**config.mk**
```make
export PLATFORM = sky130hd
export DESIGN_NAME = seq_divider
export DESIGN_NICKNAME = d
export VERILOG_FILES = /design/src/rtl/arith_pkg.sv /design/src/rtl/sub_borrow_n.sv /design/src/rtl/seq_divider.sv
export SDC_FILE = /design/constraint.sdc
export NUM_CORES = 1
export LEC_CHECK = 0
export BUFFER_PORTS_ARGS = -buffer_cell sky130_fd_sc_hd__buf_2
export CORE_MARGIN = 8
export CORE_UTILIZATION = 54
export CTS_CLUSTER_DIAMETER = 40
export CTS_CLUSTER_SIZE = 25
export DETAILED_ROUTE_END_ITERATION = 10
export GPL_TIMING_DRIVEN = 0
export PLACE_DENSITY = 0.77
export RECOVER_POWER = 100
export SYNTH_ARGS = -nofsm -noshare
export SYNTH_HDL_FRONTEND = slang
export SYNTH_SLANG_ARGS = --single-unit
```
**constraint.sdc**
```tcl
create_clock -name clk -period 2.55 [get_ports clk]
set_clock_uncertainty 0.05 [all_clocks]
set_input_delay 0.6375 -clock clk [delete_from_list [all_inputs] [get_ports clk]]
set_output_delay 0.6375 -clock clk [all_outputs]
set_load 0.01 [all_outputs]
```
**src/rtl/arith_pkg.sv**
```systemverilog
// Shared types for the arithmetic datapath blocks.
package arith_pkg;

    // Divider control states: idle, iterating one quotient bit per cycle,
    // and a single publish cycle.
    typedef enum logic [1:0] {
        IDLE = 2'd0,
        RUN  = 2'd1,
        FIN  = 2'd2
    } div_state_t;

endpackage

```
**src/rtl/sub_borrow_n.sv**
```systemverilog
// Combinational a - b producing a WIDTH-bit difference and a borrow flag.
// Built as a + ~b + 1 so it maps onto the same adder as the add/sub unit;
// the borrow is the inverted carry-out.
module sub_borrow_n #(
    parameter int WIDTH = 4
) (
    input  logic [WIDTH-1:0] a,
    input  logic [WIDTH-1:0] b,
    output logic [WIDTH-1:0] diff,
    output logic             borrow
);

    logic [WIDTH:0] sum;

    // Complement-and-add with carry-in 1; the carry-out lands in sum[WIDTH].
    always_comb begin
        sum = {1'b0, a} + {1'b0, ~b} + {{WIDTH{1'b0}}, 1'b1};
    end

    assign diff   = sum[WIDTH-1:0];
    assign borrow = ~sum[WIDTH];

endmodule

```
**src/rtl/seq_divider.sv**
```systemverilog
// Multi-cycle unsigned restoring divider with a start/done handshake.
// One quotient bit is resolved per RUN cycle, MSB first. The dividend
// register doubles as the quotient register: each step shifts a dividend
// bit out of the top and the new quotient bit in at the bottom.
module seq_divider
    import arith_pkg::*;
#(
    parameter int WIDTH = 4
) (
    input  logic             clk,
    input  logic             rst,
    input  logic             start,
    input  logic [WIDTH-1:0] dividend,
    input  logic [WIDTH-1:0] divisor,
    output logic             busy,
    output logic             done,
    output logic [WIDTH-1:0] quotient,
    output logic [WIDTH-1:0] remainder,
    output logic             div_by_zero
);

    localparam int CW = $clog2(WIDTH);

    div_state_t       state_q, state_d;
    logic [CW-1:0]    cnt_q, cnt_d;
    logic [WIDTH-1:0] dvd_q, dvd_d;        // dividend shifting out, quotient shifting in
    logic [WIDTH-1:0] dsr_q, dsr_d;        // latched divisor
    logic [WIDTH-1:0] rem_q, rem_d;        // partial remainder
    logic             dbz_pend_q, dbz_pend_d;
    logic             busy_q, busy_d;
    logic             done_q, done_d;
    logic [WIDTH-1:0] quo_q, quo_d;
    logic [WIDTH-1:0] rmd_q, rmd_d;
    logic             dbz_q, dbz_d;

    logic [WIDTH-1:0] trial;
    logic [WIDTH-1:0] diff;
    logic             borrow;

    // The partial remainder is always below 2^(WIDTH-1) before its last shift,
    // so dropping its MSB when forming the trial value loses nothing.
    assign trial = {rem_q[WIDTH-2:0], dvd_q[WIDTH-1]};

    sub_borrow_n #(.WIDTH(WIDTH)) u_sub (
        .a      (trial),
        .b      (dsr_q),
        .diff   (diff),
        .borrow (borrow)
    );

    // Next-state and datapath update for the IDLE/RUN/FIN sequence.
    always_comb begin
        state_d    = state_q;
        cnt_d      = cnt_q;
        dvd_d      = dvd_q;
        dsr_d      = dsr_q;
        rem_d      = rem_q;
        dbz_pend_d = dbz_pend_q;
        quo_d      = quo_q;
        rmd_d      = rmd_q;
        dbz_d      = dbz_q;
        done_d     = 1'b0;
        case (state_q)
            IDLE: begin
                if (start) begin
                    if (divisor != '0) begin
                        dvd_d      = dividend;
                        dsr_d      = divisor;
                        rem_d      = '0;
                        cnt_d      = CW'(WIDTH - 1);
                        dbz_pend_d = 1'b0;
                        state_d    = RUN;
                    end else begin
                        // Divide by zero skips the iteration entirely.
                        dvd_d      = '1;
                        rem_d      = dividend;
                        dbz_pend_d = 1'b1;
                        state_d    = FIN;
                    end
                end
            end
            RUN: begin
                // Keep the difference on no borrow, otherwise restore the trial.
                rem_d = borrow ? trial : diff;
                dvd_d = {dvd_q[WIDTH-2:0], ~borrow};
                if (cnt_q == '0) begin
                    state_d = FIN;
                end else begin
                    cnt_d = cnt_q - 1'b1;
                end
            end
            FIN: begin
                quo_d   = dvd_q;
                rmd_d   = rem_q;
                dbz_d   = dbz_pend_q;
                done_d  = 1'b1;
                state_d = IDLE;
            end
            default: state_d = IDLE;
        endcase
        busy_d = (state_d == RUN);
    end

    // State and output registers; reset abandons any divide without a done pulse.
    always_ff @(posedge clk) begin
        if (rst) begin
            state_q    <= IDLE;
            cnt_q      <= '0;
            dvd_q      <= '0;
            dsr_q      <= '0;
            rem_q      <= '0;
            dbz_pend_q <= 1'b0;
            busy_q     <= 1'b0;
            done_q     <= 1'b0;
            quo_q      <= '0;
            rmd_q      <= '0;
            dbz_q      <= 1'b0;
        end else begin
            state_q    <= state_d;
            cnt_q      <= cnt_d;
            dvd_q      <= dvd_d;
            dsr_q      <= dsr_d;
            rem_q      <= rem_d;
            dbz_pend_q <= dbz_pend_d;
            busy_q     <= busy_d;
            done_q     <= done_d;
            quo_q      <= quo_d;
            rmd_q      <= rmd_d;
            dbz_q      <= dbz_d;
        end
    end

    assign busy        = busy_q;
    assign done        = done_q;
    assign quotient    = quo_q;
    assign remainder   = rmd_q;
    assign div_by_zero = dbz_q;

endmodule

```
=== After elaboration in Yosys (flattened, before gate mapping) ===
Index checks and enable logic that the tools add are counted.

* Equality and inequality tests: 6
* Mux-type cells: 17
* Bitwise gates (word level): 1
* Reductions and logical operators: 8
* $add $sub $neg: 3

{| class="wikitable"
|+ Operator list
! operator !! count
|-
| $mux W4 || 5
|-
| $pmux W4 S2 || 2
|-
| $mux W2 || 6
|-
| $pmux W2 S2 || 2
|-
| $ne A2 B2 Y1 const B || 3
|-
| $add A4 B4 Y5 || 1
|-
| $add A5 B1 Y5 const B || 1
|-
| $eq A2 B1 Y1 const B || 2
|-
| $logic_not A2 Y1 || 2
|-
| $not A4 Y4 || 1
|-
| $reduce_and A2 Y1 || 2
|-
| $reduce_and A4 Y1 || 1
|-
| $reduce_bool A4 Y1 || 1
|-
| $reduce_and A3 Y1 || 1
|-
| $eq A2 B2 Y1 const B || 1
|-
| $mux W1 || 2
|-
| $reduce_bool A2 Y1 || 1
|-
| $sub A2 B1 Y2 const B || 1
|}

* Input port bits: 11
* Output and inout bits: 11
* Register bits after elaboration: 28
* Logic and storage cells: 46

=== Logic depth before layout (Yosys ltp) ===
Gate-level depths: netlist of the first run.

* Depth after elaboration: 5
* Depth in mapped cells: 8
* Depth with buffers taken out: 8

=== Cells and area by module ===
From an unflattened synthesis of the first run, not the netlist that was laid out.

* Cell total of the unflattened synthesis: 154
* Area total of the unflattened synthesis: 1330.0 µm²

{| class="wikitable"
|+ Modules (own cells, without submodules)
! module !! cells each !! times used !! seq. area each (µm²) !! area an instance (µm²)
|-
| seq_divider || 137 || 1 || 560.5 || 1192.4
|-
| sub_borrow_n || 17 || 1 || 0.0 || 137.6
|}

=== Least setup slack after synthesis of the first run ===
OpenSTA, ideal clock, no wires.

* Kind: reg-to-reg
* From: reg dvd_q[3]
* To: reg rem_q[0]
* Stages on the path, launching flop included: 9
* Period minus slack after synthesis: 2116 ps
* Data arrival time: 1987 ps
* Data required time: 2421 ps
* Buffers on the path: 0
* Library setup time: 79 ps
* Slack: 434 ps
* Cell sequence: dfxtp_1 inv_1 ha_1 inv_1 fa_1 a21o_1 a21oi_1 mux2_2 a211oi_2

* Cells in the longest elaborated chain, start to end: 4

{| class="wikitable"
|+ Ends and longest elaborated chain
! item !! RTL line !! text
|-
| start: declaration || seq_divider.sv:26 || <nowiki>logic [WIDTH-1:0] dvd_q, dvd_d;</nowiki>
|-
| start signal: assignment || seq_divider.sv:121 || <nowiki>dvd_q <= dvd_d;</nowiki>
|-
| $add A4 B4 Y5 || sub_borrow_n.sv:17 || <nowiki>sum = {1'b0, a} + {1'b0, ~b} + {{WIDTH{1'b0}}, 1'b1};</nowiki>
|-
| $add A5 B1 Y5 || sub_borrow_n.sv:17 ||
|-
| $mux W4 (*) || seq_divider.sv:84 || <nowiki>rem_d = borrow ? trial : diff;</nowiki>
|-
| $pmux W4 S2 (*) || seq_divider.sv:63 || <nowiki>case (state_q)</nowiki>
|-
| end signal: assignment || seq_divider.sv:123 || <nowiki>rem_q <= rem_d;</nowiki>
|-
| end: declaration || seq_divider.sv:28 || <nowiki>logic [WIDTH-1:0] rem_q, rem_d;</nowiki>
|}

Every way passes the cells marked *; elsewhere a longest branch is shown, timed or not.
A chain may end at the register's enable or synchronous reset.

=== Worst setup path in the final report of the first run ===
Ends and elaborated chain as after synthesis.

==> results_dict.tcl, run 1 <==
set metrics [dict create \
    outcome "finished clean" \
    yosysUniqueCellTypes 41 \
    cts_buffers 3 \
    p_int_w 0.000719 \
    grt_pass1_vias 1116 \
    fin_crit_ns 2.37 \
    grt_setup_unrepaired "false" \
    grt.busiest_layer "met2" \
    via_per_inst 5.73 \
    crit_type "flip-flop to flip-flop" \
    drt_iter0_drc 53 \
    io_pins 22 \
    ctsLongestPathBuffers 2 \
    ir_worst_vdd_uv 350 \
    wl_per_cell_um 15.6 \
    core-area_mm2 0.00241 \
    dp_hpwl_um 2420 \
    cp_max_fo 5 \
    die_w_um 65.9 \
    max_stage_delay_ns 0.41 \
    seq_power_share 0.486 \
    drc_errors 0 \
    clock-sinks 28 \
    power_density_mw_per_mm2 692 \
    utilization 0.606 \
    clk_latency_ns 0.34 \
    setup_viol 0 \
    io_buffer_count 20 \
    crit_top_cell "inv_1" \
    yosys_register_bits 28 \
    dp.cells 196 \
    cts_root_buf "clkbuf_4" \
    seq_area_um2 561 \
    cts.repair.resized 0 \
    syn_area_per_cell_um2 9.20 \
    antenna_found_initial 0 \
    ys_warn_count 0 \
    syn_area_mm2 0.00134 \
    cp_data_arrival_time_ns 2.60 \
    worst_path_max_delay_cell "a21oi_1" \
    drtPass1Iterations 4 \
    antenna_left 0 \
    start_kind "flip-flop" \
    synthCells 146 \
    grt_pass1_wl_um 5200 \
    cts.htree.levels 1 \
    period_share 0.928 \
    die_y_um 65.9 \
    nFillCells 223 \
    crit_path_end_kind "flip-flop" \
    netSwitchingFraction 0.288 \
    nets 188 \
    post_cts.repair.setup_buffers 0 \
    grt.met1_usage 0.166 \
    cp_cell_sequence "inv_1 > ha_1 > inv_1 > fa_1 > a21o_1 > a21oi_1 > mux2_2 > a211oi_2" \
    antenna_cells 0 \
    fin_area_mm2 0.00146 \
    worst_pin_slew_ns 0.948 \
    final_cells 200 \
    rows 18 \
    syn_to_final_growth_pct 8.76 \
    multiInputGateArea_um2 663 \
    syn_nets 163 \
    die_area_mm2 0.00434 \
    finalPower_w 0.00101 \
    cts_hold_buf 0 \
    slew_headroom 0.366 \
    grt.total_usage 0.150 \
    required_ns 2.78 \
    drive_above_1_share 0.129 \
    gp_congestion 0.811 \
    pwr-share-comb 0.216 \
    grt_overflow 0 \
    grt_max_degree 17 \
    via_count 1145 \
    clock_power_share 0.298 \
    critPathBufInv 2 \
    worst_path_dominant_cell_family "compound AO/OA/AOI/OAI gates" \
    cts_tree "yes" \
    hp-class "flip-flop to flip-flop" \
    wirelength_um 3120 \
    p_sw_w 0.000291 \
    met3_usage 0.0322 \
    clkTransAtPathRegs_ns 0.16 \
    start_util 0.557 \
    hold_viol_final 0 \
    met2_usage 0.264 \
    timing.fmax_mhz 423 \
    yosysSeqAreaShare 0.418 \
    maxCapViolCount 0 \
    setup_tns_ns 0 \
    leakagePower_nw 0.534 \
    placed_area_mm2 0.00148 \
    maxSlewViolCount 0 \
]
## state kept, by name, indices dropped and copies added, names as in the netlist
register / count
rem_q: 4
dbz_pend_q: 1
quotient: 4
dsr_q: 4
dvd_q: 4
state_q: 2
cnt_q: 2
div_by_zero: 1
busy: 1
done: 1
remainder: 4
## worst paths after layout
kind	to	slack [ns]	start	cells after the start
worst max-delay path	rem_q[0]	0.18	dvd_q[3]	8
worst min-delay path	quotient[3]	0.42	quotient[3]	2
worst max register to register	rem_q[0]	0.18	dvd_q[3]	8
worst min register to register	quotient[3]	0.42	quotient[3]	2
## logic make-up (layout without fill, tap and decap cells)
group | count (synthesis) | in the layout | synth area share
AND/OR/NAND/NOR | 49 | 49 | 0.193
AO/OA/AOI/OAI | 42 | 42 | 0.240
flip-flops | 28 | 28 | 0.418
buffers and inverters | 16 | 40 | 0.0522
adder cells (fa/ha/maj) | 6 | 6 | 0.0615
multiplexers | 3 | 3 | 0.0233
XOR/XNOR | 2 | 2 | 0.0130
## area by class of cell
cell class                 instances  area share
tap                               30      0.0257
inverter                           8      0.0206
multi-input combinational        102       0.454
buffer                             8      0.0214
clock buffer                       3      0.0154
timing repair buffer              20      0.0583
sequential                        28       0.384
clock inverter                     1      0.0206
## cell usage after synthesis (all sizes together)
cell / instances / area, um^2
or3b: 1 / 8.76
nand2b: 2 / 12.5
or2b: 1 / 7.51
nor2: 8 / 46.3
ha: 5 / 62.6
or3: 1 / 6.26
a211o: 1 / 10.0
a22oi: 4 / 30.0
nand2: 23 / 88.8
inv: 8 / 30.0
a21oi: 16 / 83.8
xor2: 1 / 8.76
xnor2: 1 / 8.76
nand3: 3 / 15.0
buf: 4 / 25.0
o221ai: 1 / 8.76
nor4: 1 / 6.26
or4: 1 / 11.3
mux2: 1 / 11.3
a221oi: 4 / 53.8
nor3: 3 / 15.0
o21ai: 5 / 28.8
and2b: 1 / 7.51
nor2b: 2 / 12.5
a31oi: 5 / 46.3
a21o: 2 / 15.0
nand4b: 1 / 8.76
nor3b: 1 / 12.5
a211oi: 3 / 37.5
dfxtp: 28 / 561
clkbuf: 4 / 15.0
fa: 1 / 20.0
o21a: 1 / 7.51
mux2i: 2 / 20.0
## through the flow
step	hold WS (ns)	setup slack, ns
6_report	0.416	0.183
5_1_grt	0.444	0.0375
4_1_cts	0.417	0.176
3_5_place_dp	0.398	0.207
3_3_place_gp	0.389	0.283
2_1_floorplan	0.382	0.434
## worst register-to-register path, cell delays in order (launching register included)
cell	delay [ns]
dfxtp_1	0.36
inv_1	0.09
ha_1	0.15
inv_1	0.06
fa_1	0.40
a21o_1	0.18
a21oi_1	0.41
mux2_2	0.40
a211oi_2	0.22
## layer usage
| metal | routed length, um | up-vias |
|---|---|---|
| met1 | 1340 | 546 |
| met5 | 0 | - |
| met3 | 130 | 7 |
| li1 | - | 565 |
| met2 | 1610 | 27 |
| met4 | 44 | 0 |
## power groups by stage
| stage | sequential (W) | combinational, W | clock [W] |
|---|---|---|---|
| global placement | 0.000499 | 0.000219 | 0 |
| CTS | 0.000490 | 0.000235 | 0.000300 |
| floorplan | 0.000495 | 0.000177 | 0 |
| detailed placement | 0.000500 | 0.000234 | 0 |
| global route | 0.000494 | 0.000241 | 0.000317 |
| finish | 0.000491 | 0.000218 | 0.000301 |
## cell usage in the layout, fill, tap and decap left out, types with 3 or more instances in the layout
master and instances:
a31oi_1 5, a22oi_1 4, nand2_1 22, clkbuf_1 19, dfxtp_1 28, a21oi_1 16, nand3_1 3, o21ai_0 4
clkbuf_4 3, nor2_1 8, ha_1 5, nor3_1 3, a221oi_2 3, inv_1 8, buf_2 9
Power figures use the tool's default switching activity.
==> run 2, diff against run 1 <==
Settings changed: ABC_AREA set to 1.
==> run 2 against run 1 <==
Against the previous run: design area fell by 1.2%; area after synthesis fell by 4.9%; wire length fell by 6.8%; global-route usage fell by 1.3 points; combinational power rose by 17%; first-iteration DRC count did not move; count of clock-buffer cells in the layout did not move; power rose by 3.7%; sequential power rose by 2%.
==> results_dict.tcl, run 2 <==
set metrics [dict create \
    synth_edf_count 0 \
    yosysSeqAreaShare 0.439 \
    drive_above_1_share 0.112 \
    crit_path_end_kind "flip-flop" \
    dp_hpwl_um 2260 \
    io_buffer_count 21 \
    clk_latency_ns 0.34 \
    wl_met2_um 1310 \
    yosys.area.top_type "dfxtp_1" \
    drtPass1Iterations 4 \
    power_density_mw_per_mm2 726 \
    cts_hold_buf 0 \
    antenna_left 0 \
    die_w_um 64.6 \
    top_layer "met4" \
    ys_top_cells_by_area "dfxtp_1 (44%), a21oi_1 (7.8%), o21ai_0 (7.1%)" \
    antenna_found_initial 0 \
    hold_viol_final 0 \
    ys_warn_count 0 \
    outcome "finished clean" \
    start_util 0.571 \
    drt_iter0_drc 53 \
    hp-class "flip-flop to flip-flop" \
    cts.htree.levels 1 \
    mostFrequentLayoutCell "dfxtp_1" \
    cp_max_fo 5 \
    required_ns 2.76 \
    rows 17 \
    wl_per_cell_um 12.9 \
    grt.total_usage 0.137 \
    crit_type "flip-flop to flip-flop" \
    ctsLongestPathBuffers 2 \
    period_share 0.699 \
    cts.repair.resized 0 \
    syn_area_mm2 0.00128 \
    yosys_register_bits 28 \
    drc_errors 0 \
    wirelength_um 2910 \
    wl_met3_um 164 \
    setup_viol 0 \
    yosysMostFrequentCell "dfxtp_1" \
    syn_nets 189 \
    synthCells 172 \
    seq_area_um2 561 \
    yosysTopAreaCellShare 0.439 \
    start_kind "flip-flop" \
    die_y_um 64.6 \
    cts_root_buf "clkbuf_4" \
    synthTopCellsByCount "dfxtp_1 (28), inv_1 (22), nand2_1 (22)" \
    syn_to_final_growth_pct 13.0 \
    timing.fmax_mhz 561 \
    nets 215 \
    layout_common_cells "dfxtp_1 (28), inv_1 (24), nand2_1 (23)" \
    antenna_cells 0 \
    via_per_inst 5.18 \
    grt_pass1_wl_um 4710 \
    clock-sinks 28 \
    core-area_mm2 0.00223 \
    leakagePower_nw 0.667 \
    syn_area_per_cell_um2 7.42 \
    ir_worst_vdd_uv 475 \
    cts_buffers 3 \
    setup_tns_ns 0 \
    finalPower_w 0.00105 \
    grt_pass1_vias 1103 \
    nFillCells 216 \
    synthFlopType "dfxtp_1" \
    post_cts.repair.setup_buffers 0 \
    maxCapViolCount 0 \
    grt_setup_unrepaired "false" \
    yosysUniqueCellTypes 22 \
    die_area_mm2 0.00418 \
    io_pins 22 \
    wl_met1_um 1360 \
    multiInputGateArea_um2 588 \
    grt_max_degree 17 \
    slew_headroom 0.717 \
    async_flop_share 0 \
    grt_overflow 0 \
    worst_pin_slew_ns 0.423 \
    cts_tree "yes" \
    cp_data_arrival_time_ns 1.99 \
    via_count 1165 \
    gp_congestion 0.847 \
    maxSlewViolCount 0 \
    fin_crit_ns 1.78 \
    clkTransAtPathRegs_ns 0.15 \
]
## run 2: kinds of logic (layout without fill, tap and decap cells)
group	after synthesis	after routing	synth area share
adder cells (fa/ha/maj)	6	6	0.0647
XOR/XNOR	1	1	0.00686
buffers and inverters	30	55	0.0922
AND/OR/NAND/NOR	61	61	0.209
AO/OA/AOI/OAI	46	46	0.188
flip-flops	28	28	0.439
## run 2: final cells by class
type / instances / area share
timing repair buffer: 21 / 0.0624
tap: 28 / 0.0243
inverter: 27 / 0.0720
clock buffer: 3 / 0.0156
multi-input combinational: 114 / 0.408
buffer: 3 / 0.00867
sequential: 28 / 0.389
clock inverter: 1 / 0.0208
## run 2: per-layer routing
layer	vias up	GRT usage
li1	606	-
met1	520	0.164
met2	32	0.221
met3	7	0.0378
met4	0	0.0681
met5	-	0
## run 2: path summary, 6_finish.rpt
kind	start	endpoint	slack, ns	depth (start not counted)
setup reg to reg	dvd_q[3]	dvd_q[0]	0.77	10
hold reg to reg	dvd_q[2]	dvd_q[2]	0.43	2
setup / recovery	dvd_q[3]	dvd_q[0]	0.77	10
hold / removal	dvd_q[2]	dvd_q[2]	0.43	2
## run 2: worst max-delay path: stages, from the launching register on
cell and delay [ns]:
dfxtp_1 0.34, inv_1 0.10, ha_1 0.15, inv_1 0.06, fa_1 0.41, nand3_1 0.15, nand2_1 0.14, nand2_1 0.12
o211ai_1 0.09, nand2_1 0.06, inv_1 0.03
## run 2: stage by stage
step / setup WS (ns) / cells / instance area (um^2) / utilization / hold WS (ns)
after floorplan: 0.988 / 172 / 1280 / - / 0.385
after global placement: 0.839 / 221 / 1420 / 0.634 / 0.402
after detailed placement: 0.821 / 221 / 1420 / 0.634 / 0.414
after CTS: 0.805 / 225 / 1470 / 0.658 / 0.434
after global routing: 0.607 / 225 / 1440 / 0.646 / 0.457
final: 0.766 / 225 / 1440 / 0.646 / 0.434
## run 2: report_power, final
part	internal, W	switching [W]
clock	0.000159	0.000133
combinational	0.0000919	0.000164
sequential	0.000478	0.0000220
total	0.000729	0.000319
